File: src/rtl/data_mem_responder_if.sv
// MEM-stage data-memory bus between the pipeline (master) and the memory responder (slave).
// Request lines are held by the master until mem_ready; responses come back on the same bundle.
interface data_mem_responder_if #(
  parameter int DATA_W = 8,
  parameter int ADDR_W = 8
);
  logic              MemRead;
  logic              MemWrite;
  logic [ADDR_W-1:0] addr;
  logic [DATA_W-1:0] write_data;
  logic [DATA_W-1:0] read_data;
  logic              mem_ready;
  logic              mem_stall;
  logic              err;

  modport master (
    output MemRead, MemWrite, addr, write_data,
    input  read_data, mem_ready, mem_stall, err
  );

  modport slave (
    input  MemRead, MemWrite, addr, write_data,
    output read_data, mem_ready, mem_stall, err
  );
endinterface

File: src/rtl/data_mem_responder.sv
// Data-memory responder for the 8-bit pipelined core: captures one request in IDLE,
// waits WAIT_CYCLES states, performs the access on the edge into RESP and pulses mem_ready.
module data_mem_responder #(
  parameter int DATA_W      = 8,
  parameter int ADDR_W      = 8,
  parameter int DEPTH       = 256,
  parameter int WAIT_CYCLES = 2
) (
  input  logic                 clk,
  input  logic                 reset,
  data_mem_responder_if.slave  bus
);

  typedef enum logic [1:0] {
    S_IDLE = 2'd0,
    S_WAIT = 2'd1,
    S_RESP = 2'd2
  } state_t;

  localparam logic [3:0] CNT_LOAD = 4'((WAIT_CYCLES > 0) ? WAIT_CYCLES - 1 : 0);

  state_t            state_reg, state_next;
  logic [3:0]        cnt_reg, cnt_next;
  logic              op_wr_reg, op_wr_next;
  logic [ADDR_W-1:0] cap_addr_reg, cap_addr_next;
  logic [DATA_W-1:0] cap_data_reg, cap_data_next;
  logic [DATA_W-1:0] rdata_reg;
  logic              err_reg;
  logic              one_req;
  logic              both_req;
  logic              access_en;

  logic [DATA_W-1:0] mem_reg [DEPTH];

  assign one_req  = bus.MemRead ^ bus.MemWrite;
  assign both_req = bus.MemRead & bus.MemWrite;

  always_comb begin
    state_next    = state_reg;
    cnt_next      = cnt_reg;
    op_wr_next    = op_wr_reg;
    cap_addr_next = cap_addr_reg;
    cap_data_next = cap_data_reg;
    case (state_reg)
      S_IDLE: begin
        if (one_req) begin
          op_wr_next    = bus.MemWrite;
          cap_addr_next = bus.addr;
          cap_data_next = bus.write_data;
          if (WAIT_CYCLES == 0) begin
            state_next = S_RESP;
          end else begin
            cnt_next   = CNT_LOAD;
            state_next = S_WAIT;
          end
        end
      end
      S_WAIT: begin
        if (cnt_reg == 4'd0) begin
          state_next = S_RESP;
        end else begin
          cnt_next = cnt_reg - 4'd1;
        end
      end
      S_RESP: begin
        state_next = S_IDLE;
      end
      default: begin
        state_next = S_IDLE;
      end
    endcase
  end

  // The access uses the *_next capture values so a zero-wait request can go IDLE->RESP in one edge.
  assign access_en = (state_next == S_RESP) && (state_reg != S_RESP);

  always_ff @(posedge clk) begin
    if (reset) begin
      state_reg    <= S_IDLE;
      cnt_reg      <= 4'd0;
      op_wr_reg    <= 1'b0;
      cap_addr_reg <= '0;
      cap_data_reg <= '0;
      rdata_reg    <= '0;
      err_reg      <= 1'b0;
    end else begin
      state_reg    <= state_next;
      cnt_reg      <= cnt_next;
      op_wr_reg    <= op_wr_next;
      cap_addr_reg <= cap_addr_next;
      cap_data_reg <= cap_data_next;
      err_reg      <= (state_reg == S_IDLE) && both_req;
      if (access_en && !op_wr_next) begin
        rdata_reg <= mem_reg[cap_addr_next];
      end
    end
  end

  always_ff @(posedge clk) begin
    if (reset) begin
      for (int i = 0; i < DEPTH; i++) begin
        mem_reg[i] <= '0;
      end
    end else if (access_en && op_wr_next) begin
      mem_reg[cap_addr_next] <= cap_data_next;
    end
  end

  assign bus.read_data = rdata_reg;
  assign bus.err       = err_reg;
  assign bus.mem_ready = (state_reg == S_RESP);
  // Stall is dropped in RESP so the pipeline advances on the mem_ready cycle.
  assign bus.mem_stall = !reset &&
                         (((state_reg == S_IDLE) && one_req) || (state_reg == S_WAIT));

endmodule

File: src/flat_wrapper.sv
// flat-port wrapper written by rule: the top's interface ports become plain ports
module data_mem_responder_flat 
#(
  parameter int DATA_W      = 8,
  parameter int ADDR_W      = 8,
  parameter int DEPTH       = 256,
  parameter int WAIT_CYCLES = 2
)
  (clk, reset, bus_MemRead, bus_MemWrite, bus_addr, bus_write_data, bus_read_data, bus_mem_ready, bus_mem_stall, bus_err);
  data_mem_responder_if #(.DATA_W(DATA_W), .ADDR_W(ADDR_W)) bus_i ();
  input  logic clk;
  input  logic reset;
  input wire logic [$bits(bus_i.MemRead)-1:0] bus_MemRead;
  input wire logic [$bits(bus_i.MemWrite)-1:0] bus_MemWrite;
  input wire logic [$bits(bus_i.addr)-1:0] bus_addr;
  input wire logic [$bits(bus_i.write_data)-1:0] bus_write_data;
  output wire logic [$bits(bus_i.read_data)-1:0] bus_read_data;
  output wire logic [$bits(bus_i.mem_ready)-1:0] bus_mem_ready;
  output wire logic [$bits(bus_i.mem_stall)-1:0] bus_mem_stall;
  output wire logic [$bits(bus_i.err)-1:0] bus_err;
  assign bus_i.MemRead = bus_MemRead;
  assign bus_i.MemWrite = bus_MemWrite;
  assign bus_i.addr = bus_addr;
  assign bus_i.write_data = bus_write_data;
  assign bus_read_data = bus_i.read_data;
  assign bus_mem_ready = bus_i.mem_ready;
  assign bus_mem_stall = bus_i.mem_stall;
  assign bus_err = bus_i.err;
  data_mem_responder #(.DATA_W(DATA_W), .ADDR_W(ADDR_W), .DEPTH(DEPTH), .WAIT_CYCLES(WAIT_CYCLES)) u_core (.clk(clk), .reset(reset), .bus(bus_i));
endmodule
File: config.mk
export PLATFORM = sky130hd
export DESIGN_NAME = data_mem_responder_flat
export DESIGN_NICKNAME = d
export VERILOG_FILES = /design/src/rtl/data_mem_responder_if.sv /design/src/rtl/data_mem_responder.sv /design/src/flat_wrapper.sv
export SDC_FILE = /design/constraint.sdc
export NUM_CORES = 2
export LEC_CHECK = 0
export CAP_MARGIN = 20
export CORE_UTILIZATION = 55
export CTS_CLUSTER_DIAMETER = 80
export DETAILED_ROUTE_END_ITERATION = 12
export PLACE_DENSITY = 0.71
export SETUP_SLACK_MARGIN = 0.05
export SYNTH_ARGS = -nofsm -noshare
export SYNTH_HDL_FRONTEND = slang
export SYNTH_SLANG_ARGS = --single-unit
File: constraint.sdc
create_clock -name clk -period 7.7 [get_ports clk]
set_input_delay 2.31 -clock clk [delete_from_list [all_inputs] [get_ports clk]]
set_output_delay 2.31 -clock clk [all_outputs]
set_load 0.01 [all_outputs]
# Word level (Yosys, flattened, before mapping)
# Memories as Yosys holds them, arrays and structs flattened. A register that Yosys moved wholly into a read port is not among the register bits.
# Cells that the tools add are included.
# word_totals
inputBits,20
ff_bits,24
n_memories,1
elab_cells,50
mem_bits_rw,2048
output_inout_bits,11
# op_classes
eq_ne,6
bitwise_logic,2
muxes,20
addsub,1
n_reduce_logical,14
# mem_list
memory,depth,word_bits,rd,rd_ports_with_merged_regs,write_ports,line_no,source
u_core.mem_reg,256,8,1,1,256,data_mem_responder.sv:33,logic [DATA_W-1:0] mem_reg [DEPTH];
# op_table
op,count
8-bit two-way mux,6
1-bit two-way mux,8
4-bit two-way mux,2
4-bit case mux with 2 select lines,1
8-bit OR reduction,1
1-bit logical AND,6
2-bit == test (second input constant),2
4-bit zero test,1
2-bit two-way mux,2
2-bit != test (second input constant),2
2-bit case mux with 2 select lines,1
4-bit by 1-bit subtractor with 4-bit output (second input constant),1
3-bit AND reduction,1
2-bit by 1-bit == test with 1-bit output (second input constant),1
1-bit zero test,2
2-bit zero test,1
2-bit by 1-bit != test with 1-bit output (second input constant),1
2-bit nonzero test,1
1-bit AND,1
1-bit logical OR,1
1-bit XOR,1

# Longest topological paths before layout
# logic_depth
ltp_word,11
depth_mapped,14
mapped_depth_nobuf,9

# Worst setup path after synthesis
# Ideal clock, no wire load.
# synth_timing
path_type,input to register
from,input bus_MemWrite
to,"memory u_core.mem_reg[248][0], enable pin"
t_arrival_ns,4.903
setup_ns,0.334
n_path_buf,4
cell_stages,11
t_required_ns,7.366
setup_slack_ns,2.463
cell_sequence,ha_1 -> nor3b_2 -> mux2i_1 -> buf_2 -> buf_2 -> buf_2 -> nand2_1 -> nor2_1 -> buf_2 -> nand2_1 -> nand2b_1
# synth_rtl
element,line_no,source
"start, declared",flat_wrapper.sv:14,input wire logic [$bits(bus_i.MemWrite)-1:0] bus_MemWrite;
"end, declared",data_mem_responder.sv:33,

# Final worst setup path
# layout_timing
from,input bus_MemWrite
to,"register u_core.rdata_reg[6] (netlist: u_core.bus.read_data[6]), read port of u_core.mem_reg"
# layout_via
elab_chain_len,6
word_cells_on_any_way,11
classes_between,1 x eq/ne; 6 x mux; 1 x bitwise; 3 x reduce/logical
# layout_lines
element,line_no,source
1-bit XOR,data_mem_responder.sv:35,assign one_req = bus.MemRead ^ bus.MemWrite;
2-bit two-way mux,data_mem_responder.sv:46,if (one_req) begin
2-bit case mux with 2 select lines,data_mem_responder.sv:44,case (state_reg)
2-bit == test,data_mem_responder.sv:75,assign access_en = (state_next == S_RESP) && (state_reg != S_RESP);
1-bit logical AND,data_mem_responder.sv:75,
1-bit logical AND,data_mem_responder.sv:93,if (access_en && !op_wr_next) begin
"end, declared",data_mem_responder.sv:27,logic [DATA_W-1:0] rdata_reg;
# Parallel ways exist; a longest one is shown, timed or not.
# A chain may end at the register's enable or synchronous reset.

==> results.py <==
metrics = {
    "timing": {
        "max_freq_mhz": 146,
        "report.final.slew_viol_count": 0,
        "final-setup-viol-count": 0,
        "rsz0062_at_grt": "false",
        "finalHoldViolations": 0,
        "period_share_pct": 89.0,
        "worstMarginPinSlew_ns": 1.15,
        "relSlewSlack_pct": 22.3,
        "skew_ns": 0.0438,
        "finalCriticalPeriod_ns": 6.85,
    },
    "routing": {
        "drc": 6,
        "wl_met2_um": 124000,
        "post_drt_wl_per_cell_um": 28.0,
        "wl_met3_um": 34700,
        "met1_length_um": 100000,
        "routed.top_layer": "met5",
        "drtIter0Drc": 9824,
        "firstDrtPassIters": 10,
        "totalWireLength_um": 274000,
        "via_per_inst": 6.44,
        "antenna_left": 0,
        "vias": 62800,
    },
    "clock_network": {
        "clk_path_buf_depth": 3,
        "cts_sinks": 2080,
        "ctsResizeCount": 0,
        "htree_num_levels": 4,
        "postCtsHoldBufs": 0,
        "cts_buffers": 203,
        "cts_tree": "done",
        "post_cts_buffers": 0,
        "cts.clk_slew.worst_paths_ns": 0.06,
        "cts-root-buf": "clkbuf_16",
        "worstSkewPairLatency_ns": 0.87,
    },
    "setup_path": {
        "cp_max_fo": 65,
        "crit_arrival_ns": 7.56,
        "crit_buf_inv": 3,
        "cp_top_family": "simple AND/OR/NAND/NOR gates",
        "path_common_cell": "buf_12",
        "crit_chain": "clkdlybuf4s50_1, ha_1, nor3b_4, mux2i_4, buf_12, buf_12, mux4_2, a22o_1, nand2_1, o221ai_1, nor4_1, a311oi_1",
        "required_ns": 8.41,
        "start_kind": "input pin",
        "end_kind": "flip-flop",
        "crit_path_top_delay_cell": "nor4_1",
        "slowest_delay_ns": 1.01,
        "crit_type": "input pin to flip-flop",
    },
    "global_route": {
        "grt_pass1_vias": 59100,
        "grt_pass1_wl_um": 395000,
        "grt_antenna_before_repair": 18,
        "grt_max_degree": 159,
        "grt.total_usage_pct": 32.1,
        "grt_overflow": 0,
    },
    "synthesis": {
        "synth_area_per_cell_um2": 12.2,
        "syn-num-nets": 7520,
        "netlist_instances": 7497,
        "synthTopCellsByCount": "2,107 x nor2_1, 2,048 x edfxtp_1, 771 x mux2i_1",
        "synth_top_area_share_pct": 67.2,
        "synth_area_leaders": "edfxtp_1 67%, nor2_1 8.6%, mux2i_1 8.4%",
        "yosysTopAreaCell": "edfxtp_1",
        "ys_async_sr_fraction_pct": 0,
        "synthFlopType": "edfxtp_1",
        "synth-edff-count": 2048,
        "synth_cell_types": 66,
        "synth_area_um2": 91600,
        "synth-seq-area-share_pct": 67.9,
        "ys_seq_elements": 2080,
        "ys_warn_count": 0,
        "synth_most_common_cell": "nor2_1",
    },
    "finish": {
        "drive_above_1_share_pct": 8.21,
        "largest_reg_flops": 2048,
        "nets": 7413,
        "synthToLayoutAreaGrowth_pct": 10.8,
        "fin_area_um2": 101000,
    },
    "floorplan": {
        "fp.dieH_um": 410,
        "die_area_um2": 168000,
        "fp-row-count": 149,
        "core_area_um2": 165000,
        "io_pins": 31,
        "fp.dieW_um": 410,
        "start_util_pct": 55.4,
    },
    "outcome": {
        "violations": "design-rule violations",
        "status": "complete, but fails checks",
    },
    "job": {
        "drv_cap": 0,
    },
    "power": {
        "power_leakage_nw": 37.3,
        "power_density_nw_per_um2": 264,
        "ir_worst_vdd_uv": 219,
        "p_total_mw": 26.8,
    },
    "placed_design": {
        "gp_congestion": 0.949,
        "hpwl_um": 173000,
        "io_buffers": 30,
        "placed_cell_area_um2": 94800,
    },
    "hold_path": {
        "hold_path_class": "flip-flop to flip-flop",
    },
}
-- report_power, final --
part / switching [mW] / leakage (nW) / internal, mW
Sequential: 0.155 / 21.4 / 12.8
Combinational: 2.83 / 12.7 / 1.09
Clock: 4.32 / 3.22 / 5.59
Total: 7.31 / 37.3 / 19.5
-- cell families after synthesis --
logic type                 count (synthesis)  share of synthesized area [%]
DFF                                     2080                           67.9
xor gates and xnor gates                   2                         0.0191
buffers and inverters                    577                           2.71
adders and majority gates                  3                         0.0410
and+or+nand+nor                         3410                           15.4
muxes                                    814                           9.40
AOI/OAI and AO/OA                        611                           4.52
-- placed cells by master, fill, tap and decap left out, types with 8 or more instances in the layout --
cell             instances
a32oi_1                 17
nor3_1                  17
nor2_4                   9
a31oi_1                 29
a41oi_1                 10
a211oi_1                 9
buf_12                  51
mux2i_1                758
dfxtp_1                 32
mux2i_4                 13
nand2b_1               269
a311oi_1                13
o22ai_1                350
clkdlybuf4s50_1         29
mux4_2                  33
clkinv_1                44
bufinv_16               18
nand2_1                685
edfxtp_1              2048
nand4_1                 39
clkbuf_1                40
nand2_4                  8
nor2_1                2097
a22oi_1                 11
buf_4                  172
clkinv_2                40
nand3_1                214
o21ai_0                 10
a21oi_1                 53
o41ai_1                 68
nor4_1                  25
clkbuf_16              208
-- layout make-up --
class                      instances  area [um2]
fill                           12500       63700
sequential                      2080       62100
multi-input combinational       4840       27300
clock buffer                     252        5410
tap                             2189        2740
timing repair buffer             260        2660
clock inverter                   124        1180
inverter                           5        18.8
antenna                            7        17.5
-- final timing paths --
kind                                                     start  cells past startpoint                                    to  slack, ns
worst min-delay path               u_core.op_wr_reg$_SDFF_PP0_                      2           u_core.op_wr_reg$_SDFF_PP0_       0.52
worst max-delay path                              bus_MemWrite                     12  u_core.bus.read_data[6]$_SDFFE_PP0P_       0.85
worst min register to register     u_core.op_wr_reg$_SDFF_PP0_                      2           u_core.op_wr_reg$_SDFF_PP0_       0.52
worst max register to register  u_core.state_reg[0]$_SDFF_PP0_                      9  u_core.bus.read_data[6]$_SDFFE_PP0P_       2.61
-- tightest hold or removal path: cells and delay by family, from the launching register on --
family / cells / cell delay, ns
DFF: 1 / 0.34
AOI/OAI and AO/OA: 1 / 0.06
and+or+nand+nor: 1 / 0.07
-- metal layers --
layer	vias to the layer above	GRT usage, %
met4	22	16.2
met2	4413	48.7
li1	26800	-
met5	-	0
met1	30900	43.5
met3	733	7.31
-- metrics by stage --
step / TNS [ns] / setup slack (ns) / util, % / std cells / hold WS [ns]
2_1_floorplan: 0 / 2.46 / - / 7497 / 0.459
3_3_place_gp: -0.188 / -0.188 / 57.4 / 9366 / 0.476
3_5_place_dp: 0 / 0.321 / 57.4 / 9372 / 0.488
4_1_cts: 0 / 1.22 / 61.4 / 9748 / 0.517
5_1_grt: 0 / 0.936 / 61.4 / 9750 / 0.555
6_report: 0 / 0.846 / 61.4 / 9757 / 0.519
Power figures use the tool's default switching activity.
